**src/rtl/mem_arb_pkg.sv**
```systemverilog
// Shared types and constants for the cache-port arbiter: FSM states,
// owner encodings and the default watchdog length.
package mem_arb_pkg;

  typedef enum logic [1:0] {
    IDLE,
    ISSUE,
    WAIT,
    RESP
  } state_t;

  localparam logic OWNER_IF = 1'b0;
  localparam logic OWNER_DM = 1'b1;

  localparam int unsigned DEFAULT_TIMEOUT_CYCLES = 255;

endpackage

```
**src/rtl/rr_arbiter2.sv**
```systemverilog
// Two-request round-robin pick. Bit 0 is the fetcher, bit 1 the memory stage;
// on a tie the requester that did not win last time is chosen.
module rr_arbiter2
  import mem_arb_pkg::*;
(
  input  logic [1:0] i_req,
  input  logic       i_last_grant,
  output logic       o_grant,
  output logic       o_valid
);

  always_comb begin
    o_valid = |i_req;
    o_grant = OWNER_IF;
    if (&i_req) begin
      o_grant = ~i_last_grant;
    end else if (i_req[1]) begin
      o_grant = OWNER_DM;
    end
  end

endmodule

```
**src/rtl/mem_port_arbiter.sv**
```systemverilog
// Shares one cache port between the instruction fetcher and the memory stage:
// round-robin grant, one-cycle strobe, wait for completion or watchdog, respond.
module mem_port_arbiter
  import mem_arb_pkg::*;
#(
  parameter int unsigned ADDR_WIDTH     = 64,
  parameter int unsigned DATA_WIDTH     = 64,
  parameter int unsigned TIMEOUT_CYCLES = DEFAULT_TIMEOUT_CYCLES
) (
  input  logic                    clk,
  input  logic                    reset,
  input  logic                    if_req,
  input  logic [ADDR_WIDTH-1:0]   if_addr,
  input  logic                    if_ack,
  output logic [DATA_WIDTH-1:0]   if_rdata,
  output logic                    if_done,
  output logic                    if_err,
  input  logic                    dm_req,
  input  logic                    dm_we,
  input  logic [ADDR_WIDTH-1:0]   dm_addr,
  input  logic [DATA_WIDTH-1:0]   dm_wdata,
  input  logic [DATA_WIDTH/8-1:0] dm_be,
  input  logic                    dm_ack,
  output logic [DATA_WIDTH-1:0]   dm_rdata,
  output logic                    dm_done,
  output logic                    dm_err,
  output logic [ADDR_WIDTH-1:0]   port_addr,
  output logic [DATA_WIDTH-1:0]   port_wdata,
  output logic [DATA_WIDTH/8-1:0] port_byte_enable,
  output logic                    port_read_enable,
  output logic                    port_write_enable,
  input  logic [DATA_WIDTH-1:0]   port_rdata,
  input  logic                    port_data_valid,
  input  logic                    port_write_complete,
  output logic                    busy,
  output logic                    grant_owner
);

  localparam int unsigned          CNT_W    = $clog2(TIMEOUT_CYCLES);
  localparam logic [CNT_W-1:0]     CNT_LAST = CNT_W'(TIMEOUT_CYCLES - 1);

  state_t                r_state;
  logic                  r_last_grant;
  logic                  r_we;
  logic [CNT_W-1:0]      r_cnt;

  logic                  w_grant;
  logic                  w_valid;
  logic                  w_complete;
  logic                  w_timeout;
  logic                  w_ack;
  logic [DATA_WIDTH-1:0] w_rdata;

  rr_arbiter2 u_rr (
    .i_req        ({dm_req, if_req}),
    .i_last_grant (r_last_grant),
    .o_grant      (w_grant),
    .o_valid      (w_valid)
  );

  // Completion beats expiry in the same cycle; a timeout always returns zero data.
  always_comb begin
    w_complete = r_we ? port_write_complete : port_data_valid;
    w_timeout  = (r_cnt == CNT_LAST);
    w_ack      = (grant_owner == OWNER_DM) ? dm_ack : if_ack;
    w_rdata    = (w_complete && !r_we) ? port_rdata : '0;
  end

  always_ff @(posedge clk or posedge reset) begin
    if (reset) begin
      r_state           <= IDLE;
      r_last_grant      <= OWNER_DM;
      r_we              <= 1'b0;
      r_cnt             <= '0;
      if_rdata          <= '0;
      if_done           <= 1'b0;
      if_err            <= 1'b0;
      dm_rdata          <= '0;
      dm_done           <= 1'b0;
      dm_err            <= 1'b0;
      port_addr         <= '0;
      port_wdata        <= '0;
      port_byte_enable  <= '0;
      port_read_enable  <= 1'b0;
      port_write_enable <= 1'b0;
      busy              <= 1'b0;
      grant_owner       <= OWNER_IF;
    end else begin
      case (r_state)
        IDLE: begin
          if (w_valid) begin
            grant_owner <= w_grant;
            busy        <= 1'b1;
            r_state     <= ISSUE;
            if (w_grant == OWNER_DM) begin
              port_addr         <= dm_addr;
              port_wdata        <= dm_wdata;
              port_byte_enable  <= dm_be;
              r_we              <= dm_we;
              port_write_enable <= dm_we;
              port_read_enable  <= ~dm_we;
            end else begin
              port_addr         <= if_addr;
              port_wdata        <= '0;
              port_byte_enable  <= '0;
              r_we              <= 1'b0;
              port_write_enable <= 1'b0;
              port_read_enable  <= 1'b1;
            end
          end
        end
        ISSUE: begin
          port_read_enable  <= 1'b0;
          port_write_enable <= 1'b0;
          r_cnt             <= '0;
          r_state           <= WAIT;
        end
        WAIT: begin
          if (w_complete || w_timeout) begin
            r_state <= RESP;
            if (grant_owner == OWNER_DM) begin
              dm_done  <= 1'b1;
              dm_rdata <= w_rdata;
              dm_err   <= ~w_complete;
            end else begin
              if_done  <= 1'b1;
              if_rdata <= w_rdata;
              if_err   <= ~w_complete;
            end
          end else begin
            r_cnt <= r_cnt + 1'b1;
          end
        end
        RESP: begin
          if (w_ack) begin
            if_done      <= 1'b0;
            if_rdata     <= '0;
            if_err       <= 1'b0;
            dm_done      <= 1'b0;
            dm_rdata     <= '0;
            dm_err       <= 1'b0;
            busy         <= 1'b0;
            r_last_grant <= grant_owner;
            r_state      <= IDLE;
          end
        end
        default: r_state <= IDLE;
      endcase
    end
  end

endmodule
```
**config.mk**
```make
export PLATFORM = sky130hd
export DESIGN_NAME = mem_port_arbiter
export DESIGN_NICKNAME = d
export VERILOG_FILES = /design/src/rtl/mem_arb_pkg.sv /design/src/rtl/rr_arbiter2.sv /design/src/rtl/mem_port_arbiter.sv
export SDC_FILE = /design/constraint.sdc
export NUM_CORES = 1
export LEC_CHECK = 0
export BUFFER_PORTS_ARGS = -buffer_cell sky130_fd_sc_hd__buf_2
export CORE_AREA = 2 2 210 212
export DETAILED_ROUTE_END_ITERATION = 10
export DIE_AREA = 0 0 212 214
export GPL_TIMING_DRIVEN = 1
export PLACE_DENSITY = 0.51
export SETUP_SLACK_MARGIN = 0.05
export SLEW_MARGIN = 20
export SYNTH_ARGS = -nofsm -noshare
export SYNTH_HDL_FRONTEND = slang
export SYNTH_SLANG_ARGS = --single-unit
```
**constraint.sdc**
```tcl
create_clock -name clk -period 12.35 [get_ports clk]
set_input_delay 1.235 -clock clk [delete_from_list [all_inputs] [get_ports clk]]
set_output_delay 1.235 -clock clk [all_outputs]
set_load 0.01 [all_outputs]
```
Word-level counts from Yosys, hierarchy flattened
Index checks and enable logic that the tools add are counted.
Widths: inputs -> output; s select.

storage, ports and cells
  flip-flop bits (word level) = 284
  output and inout bits = 272

operators by class
  add/subtract/negate cells = 1
  equal/unequal tests = 10
  muxes and demuxes = 42
  bitwise logic cells = 3
  reduce and logical (&&, ||, !) cells = 18

operators with widths
  cell                 number
  $mux 64              8
  $pmux 64 s2          2
  $mux 1               18
  $mux 8               2
  $pmux 8 s2           1
  $pmux 1 s2           7
  $ne 2x2->1 const B   5
  $reduce_and 2->1     5
  $add 8x1->8 const B  1
  $eq 8x8->1 const B   1
  $pmux 2 s4           1
  $reduce_and 4->1     2
  $reduce_bool 2->1    4
  $mux 2               3
  $reduce_and 3->1     2
  $eq 2x2->1 const B   2
  $not 1->1            3
  $eq 2x1->1 const B   1
  $logic_not 2->1      1
  $ne 2x1->1 const B   1
  $reduce_or 2->1      1
  $logic_and 1x1->1    1
  $logic_not 1->1      1
  $logic_or 1x1->1     1

Depth between registers and ports, before layout
Gate-level depths: netlist of the first run.

  word-level depth = 6
  gate-level depth with buffers = 9
  gate-level depth less buffers = 6

By module
A second synthesis of the first run with hierarchy kept.

unflattened totals
  cell total of the unflattened synthesis = 1042
  area, all modules = 12046.6 sq um

by module, submodules not included
  module            instances  cells each  area each (sq um)  seq. area each (sq um)
  mem_port_arbiter  1          1040        12032.8            7108.1
  rr_arbiter2       1          2           13.8               0.0

Least setup slack after synthesis of the first run
Ideal clock, no wire load.

  path type = input-to-reg
  start = in port_write_complete
  end = reg dm_rdata[0]
  library setup time = 0.125 ns
  arrival time = 2.485 ns
  slack = 9.740 ns
  stages on the path = 6
  buffers on the path = 2
  cell sequence = mux2i_1 o211ai_4 nand3_1 buf_2 buf_2 mux2_2

on the way
  longest elaborated chain between the ends = 6

RTL lines
  element                 line                     RTL
  start: declaration      mem_port_arbiter.sv:34   input logic port_write_complete,
  $mux 1 (*)              mem_port_arbiter.sv:63   w_complete = r_we ? port_write_complete : port_data_valid;
  $logic_and 1x1->1       mem_port_arbiter.sv:66   w_rdata = (w_complete && !r_we) ? port_rdata : '0;
  $mux 64                 mem_port_arbiter.sv:66
  $mux 64                 mem_port_arbiter.sv:121  if (grant_owner == OWNER_DM) begin
  $mux 64                 mem_port_arbiter.sv:119  if (w_complete || w_timeout) begin
  $pmux 64 s2             mem_port_arbiter.sv:89   case (r_state)
  end signal: assignment  mem_port_arbiter.sv:123  dm_rdata <= w_rdata;
  end: declaration        mem_port_arbiter.sv:24   output logic [DATA_WIDTH-1:0] dm_rdata,

Every way passes the cells marked *; elsewhere a longest branch is shown, timed or not. The select of a mux whose other input is x is not followed.
A chain may end at the register's enable or synchronous reset.

Worst setup path in the final report of the first run
  start = in port_write_complete
  end = reg if_rdata[36]

on the way
  longest elaborated chain between the ends = 6

RTL lines
  element                 line                     RTL
  $mux 1 (*)              mem_port_arbiter.sv:63
  $logic_and 1x1->1       mem_port_arbiter.sv:66
  $mux 64                 mem_port_arbiter.sv:66
  $mux 64                 mem_port_arbiter.sv:121
  $mux 64                 mem_port_arbiter.sv:119
  $pmux 64 s2             mem_port_arbiter.sv:89
  end signal: assignment  mem_port_arbiter.sv:127  if_rdata <= w_rdata;
  end: declaration        mem_port_arbiter.sv:15   output logic [DATA_WIDTH-1:0] if_rdata,

Marks and branches as above.

==> impl_metrics.csv, run 1 <==
group,metric,value,unit
clock_tree,cts_tree,"yes",
placement,numPortBuffers,544,
routing,dr.pass1.iters,7,
final_layout,final_common_cell,"buf_2",
sta,worst_pin_slew,1.07,ns
sta,final_max_slew_viol_count,0,
final_layout,fin_area,0.0163,mm²
placement,dp_hpwl,27000,µm
sta,finalSetupTns,0,ns
logic_synthesis,syn_inst,886,
placement,place_worst_setup_slack,8.60,ns
sta,setup_ws,9.17,ns
setup_path,critPathCaptureType,"flop",
power_and_ir_drop,pwr-share-clk,23.6,%
final_layout,final_nets,1693,
logic_synthesis,synth.cell_area,0.0118,mm²
setup_path,cp.required,12.76,ns
routing,routed_wl,36800,µm
logic_synthesis,muxShareOfSynthArea,19.7,%
sta,finalSetupViolations,0,
clock_tree,ctsResizeCount,0,
die,core-area,0.0429,mm²
die,die_area,0.0454,mm²
sta,period_needed,3.18,ns
power_and_ir_drop,p_seq_share,35.3,%
routing,ant_nets,0,
setup_path,crit_path_start_kind,"input port",
routing,drt_iter0_markers,421,
setup_path,arrival,3.59,ns
power_and_ir_drop,switchingPower,1540,µW
logic_synthesis,yosysWarnings,0,
logic_synthesis,synth-seq-area-share,60.3,%
die,initial_utilization,27.5,%
power_and_ir_drop,p_comb_share,41.0,%
flow_run,maxCapViolCount,0,
die,io_pins,545,
routing,post_drt_wl_per_cell,18.2,µm
clock_tree,cts_buffer_depth,3,
sta,grt_setup_unrepaired,"no",
power_and_ir_drop,power.leakage,0.00878,µW
sta,slew_headroom,28.5,%
worst_hold_path,hp-class,"reg2reg",
sta,hold_violations,0,
global_route,grt_pass1_wl,56100,µm
power_and_ir_drop,power_density,265,mW/mm²
placement,place_area,0.0151,mm²
logic_synthesis,synth-compound-area-share,9.52,%
setup_path,path_cells,"buf_2 -> mux2i_1 -> o211ai_4 -> o2111ai_4 -> buf_4 -> mux2_2",
sta,skew,0.0191,ns
placement,place.gp.congestion,0.763,
die,fp.dieH,214,µm
die,placementRows,76,
setup_path,crit_type,"in2reg",
global_route,grt-ovfl-total,0,
logic_synthesis,synth_edf_count,0,
clock_tree,postCtsSetupRepairBufs,0,
setup_path,cp.buffers_inverters,2,
clock_tree,cts_buffers,35,
logic_synthesis,syn-num-nets,1165,
global_route,grt_pass1_vias,9328,
setup_path,crit_slowest_cell,"buf_4",
clock_tree,cts_max_level,2,
routing,vias_per_cell,4.40,
final_layout,layout-drive-gt1-share,52.2,%
power_and_ir_drop,switching_share,35.8,%
run_status,status,"completed",
setup_path,cp_max_fo,59,
logic_synthesis,synth_adder_area_share,0.637,%
logic_synthesis,synth-xor-area-share,0,%
final_layout,fill_cells,4250,
final_layout,layout_common_cells,"buf_2 (544), dfrtp_1 (283), mux2_2 (93)",
sta,timing.final.crit_share,25.8,%
power_and_ir_drop,peakVddDrop,0.115,mV
clock_tree,cts-root-buf,"clkbuf_16",
logic_synthesis,ys.flop_type,"dfrtp_1",
final_layout,syn2layout_area_growth,38.0,%
routing,drc,0,
clock_tree,clkSinkCount,284,
logic_synthesis,synthArstFlopShare,100,%
final_layout,stdcell_count,2027,
setup_path,slowest_delay,0.82,ns
placement,placedCellCount,1962,
clock_tree,cts-hold-fix-buffers,0,
clock_tree,clk_latency,0.54,ns
die,chipWidth,212,µm
global_route,antenna_found_initial,7,
setup_path,crit_family,"buffers and inverters",
logic_synthesis,synth_top_family_by_area,"multiplexers",
logic_synthesis,netlist-cell-type-count,37,
sta,fmax,314,MHz
routing,via_count,8915,
logic_synthesis,synthSimpleGateAreaFrac,7.17,%
global_route,grt_usage,16.0,%
clock_tree,clk_pin_slew_worst_paths,0.06,ns
power_and_ir_drop,p_int,2770,µW
global_route,grt_max_degree,168,
logic_synthesis,yosys_register_bits,284,
logic_synthesis,avgSynthCellArea,13.3,µm²
[through the flow]
stage               util (%)  hold slack, ns  power (µW)
global route            37.9           0.491        4600
global placement        35.2           0.458        3320
floorplan                  -           0.449        2630
finish                  37.9           0.471        4310
detailed placement      35.2           0.464        3340
CTS                     37.9           0.476        4400
[metal layers]
| metal | routed length [µm] | GRT usage [%] | part of all wire, % |
|---|---|---|---|
| met5 | 82 | 0 | 0.22 |
| met1 | 14200 | 18.2 | 39 |
| met4 | 1190 | 6.43 | 3.2 |
| met3 | 3370 | 5.48 | 9.2 |
| met2 | 18000 | 27.4 | 49 |
[power groups by stage]
stage | sequential (µW) | clock, µW | combinational (µW)
3_5_place_dp | 1530 | 0 | 1810
3_3_place_gp | 1530 | 0 | 1790
5_1_grt | 1580 | 1100 | 1920
6_report | 1520 | 1020 | 1770
2_1_floorplan | 1690 | 0 | 942
4_1_cts | 1530 | 1060 | 1810
[area by class of cell]
class	instances	area, µm²	area share, %
Clock buffer	49	1020	6.27
Antenna cell	2	5.00	0.0308
Tap cell	585	732	4.50
Clock inverter	14	141	0.869
Sequential cell	284	7110	43.7
Inverter	9	41.3	0.254
Multi-Input combinational cell	533	4430	27.2
Timing Repair Buffer	551	2790	17.1
[cells by family after synthesis]
logic type	after synthesis
DFF	284
muxes	201
and+or+nand+nor	166
AOI/OAI and AO/OA	160
buffers and inverters	69
adders and majority gates	6
[cell usage after synthesis, types with 4 or more instances]
master	n	area, µm²
a21oi_1	4	20.0
a22o_1	72	631
and2_1	66	413
buf_1	7	26.3
buf_2	15	75.1
buf_6	4	45.0
clkbuf_1	33	124
dfrtp_1	283	7080
ha_1	6	75.1
inv_1	9	33.8
mux2_2	93	1050
mux2_4	40	601
mux2i_1	68	681
nand2_1	75	282
nand3_1	8	40.0
nor2_1	5	18.8
o21ai_0	70	350
[flip-flops by register name, summed over array words and instances (netlist names), 2 cells and up]
register,flops
dm_rdata,64
r_cnt,8
r_state,2
port_addr,64
port_byte_enable,8
if_rdata,64
port_wdata,64
[final timing paths]
check                            endpoint  cells past startpoint  slack [ns]                start
max                          if_rdata[36]                      6        9.17  port_write_complete
min                         port_addr[15]                      2        0.47        port_addr[15]
max reg2reg                  if_rdata[36]                      6        9.34           r_state[0]
min reg2reg                 port_addr[15]                      2        0.47        port_addr[15]
max in group asynchronous    if_rdata[45]                      3        9.91                reset
min in group asynchronous  port_wdata[57]                      2        0.82                reset
[worst min-delay path, cell delays in order, from the launching register on]
cell,delay [ns]
dfrtp_1,0.33
nand2_1,0.05
o21ai_0,0.06
(Power assumes the default switching activity.)
==> run 2: changes to the inputs <==
==> constraint.sdc (replaced) <==
create_clock -name clk -period 3.2 [get_ports clk]
set_input_delay 0.32 -clock clk [delete_from_list [all_inputs] [get_ports clk]]
set_output_delay 0.32 -clock clk [all_outputs]
set_load 0.01 [all_outputs]
==> impl_metrics.csv, run 2 (same netlist as run 1, synthesis figures left out) <==
group,metric,value,unit
run_status,status,"completed",
setup_path,crit_type,"reg2reg",
placement,place_area,0.0153,mm²
worst_hold_path,hp-class,"in2reg",
clock_tree,cts_buffer_depth,3,
global_route,antenna_found_initial,5,
sta,whs,0.0724,ns
power_and_ir_drop,power_density,987,mW/mm²
final_layout,final_nets,1782,
sta,timing.final.crit_share,79.3,%
routing,drt_iter0_markers,551,
clock_tree,cts_max_level,2,
global_route,grt_pass1_wl,58300,µm
final_layout,layout-drive-gt1-share,50.1,%
setup_path,arrival,2.95,ns
setup_path,crit_family,"compound AO/OA/AOI/OAI gates",
die,die_area,0.0454,mm²
clock_tree,cts-root-buf,"clkbuf_16",
setup_path,crit_path_start_kind,"flop",
flow_run,maxCapViolCount,0,
clock_tree,cts-hold-fix-buffers,73,
global_route,grt_pass1_vias,9754,
sta,worst_pin_slew,1.06,ns
sta,hold_violations,0,
routing,vias_per_cell,4.40,
sta,fmax,394,MHz
global_route,grt_usage,16.6,%
clock_tree,postCtsSetupRepairBufs,0,
global_route,grt-ovfl-total,0,
die,chipWidth,212,µm
setup_path,path_cells,"inv_1 -> ha_1 -> o2111ai_4 -> buf_4 -> mux2_4",
placement,place.gp.congestion,0.779,
setup_path,critPathCaptureType,"flop",
routing,ant_nets,0,
placement,numPortBuffers,544,
routing,drc,0,
final_layout,final_common_cell,"buf_2",
clock_tree,ctsResizeCount,0,
sta,skew,0.0181,ns
clock_tree,cts_tree,"yes",
final_layout,syn2layout_area_growth,46.4,%
final_layout,fin_area,0.0173,mm²
die,placementRows,76,
sta,final_max_slew_viol_count,0,
sta,slew_headroom,29.2,%
routing,routed_wl,38100,µm
routing,via_count,9306,
sta,period_needed,2.54,ns
clock_tree,clk_latency,0.54,ns
routing,post_drt_wl_per_cell,18.0,µm
die,io_pins,545,
clock_tree,cts_buffers,36,
sta,finalSetupTns,0,ns
setup_path,cp_max_fo,20,
routing,dr.pass1.iters,4,
clock_tree,clk_pin_slew_worst_paths,0.06,ns
setup_path,crit_slowest_cell,"o2111ai_4",
setup_path,slowest_delay,0.90,ns
die,core-area,0.0429,mm²
sta,finalSetupViolations,0,
power_and_ir_drop,power.leakage,0.00921,µW
die,initial_utilization,27.5,%
placement,dp_hpwl,28100,µm
clock_tree,clkSinkCount,284,
power_and_ir_drop,peakVddDrop,0.353,mV
final_layout,layout_common_cells,"buf_2 (544), dfrtp_1 (283), mux2_2 (93)",
die,fp.dieH,214,µm
sta,grt_setup_unrepaired,"no",
setup_path,cp.buffers_inverters,2,
setup_path,cp.required,3.61,ns
global_route,grt_max_degree,109,
## run 2: cell types whose count changed in the layout (fill, tap and decap cells not counted), sizes merged
cell	before	now
dlygate4sd3	0	73
buf	551	566
clkbuf	49	54
clkinv	10	6
clkinvlp	1	2
diode	2	3
inv	10	9
## run 2: final timing paths
path                               start  cells after the start  slack (ns)       endpoint
hold / removal               if_addr[51]                      3        0.07  port_addr[51]
max in group asynchronous          reset                      4        1.79   dm_rdata[17]
hold reg to reg            port_addr[62]                      2        0.47  port_addr[62]
min in group asynchronous          reset                      3        0.46    if_rdata[0]
setup reg to reg              r_state[0]                      5        0.66   if_rdata[20]
setup / recovery              r_state[0]                      5        0.66   if_rdata[20]
## run 2: layout make-up
class                   count  area (µm²)
diodes                      3        7.51
clock inverters            10         124
inverters                   9        37.5
fillers                  4204       25600
repair buffers            639        3720
flip-flops and latches    284        7110
clock buffers              54        1100
well taps                 585         732
multi-input cells         533        4430
## run 2: worst reg2reg max path: cells and delay by family (launching register included)
family | cells | cell delay (ns)
compound gates | 1 | 0.90
flops | 1 | 0.37
buf+inv | 2 | 0.47
mux | 1 | 0.32
fa+ha+maj | 1 | 0.35
## run 2: metal layers
metal | track usage (%) | vias to the layer above | share of wire, %
met4 | 6.01 | 2 | 3.1
met2 | 28.1 | 405 | 48
met3 | 5.15 | 69 | 8.5
met1 | 19.8 | 4455 | 40
li1 | - | 4375 | -
met5 | 0 | - | 0.034
## run 2: report_power, final
group          total [µW]  internal (µW)  leakage (µW)  switching (µW)
clock                4130           2550      0.000602            1580
sequential           5870           5080       0.00368             793
combinational        7030           3380       0.00493            3650
## run 2: metrics by stage
step	worst slack [ns]	util, %	power [µW]	cells
after floorplan	-0.882	-	10200	886
after CTS	0.600	40.2	17300	2114
after detailed placement	0.623	35.7	13000	1977
after global placement	0.716	35.7	12900	1977
final	0.662	40.2	17000	2117
after global routing	0.496	40.2	18200	2115
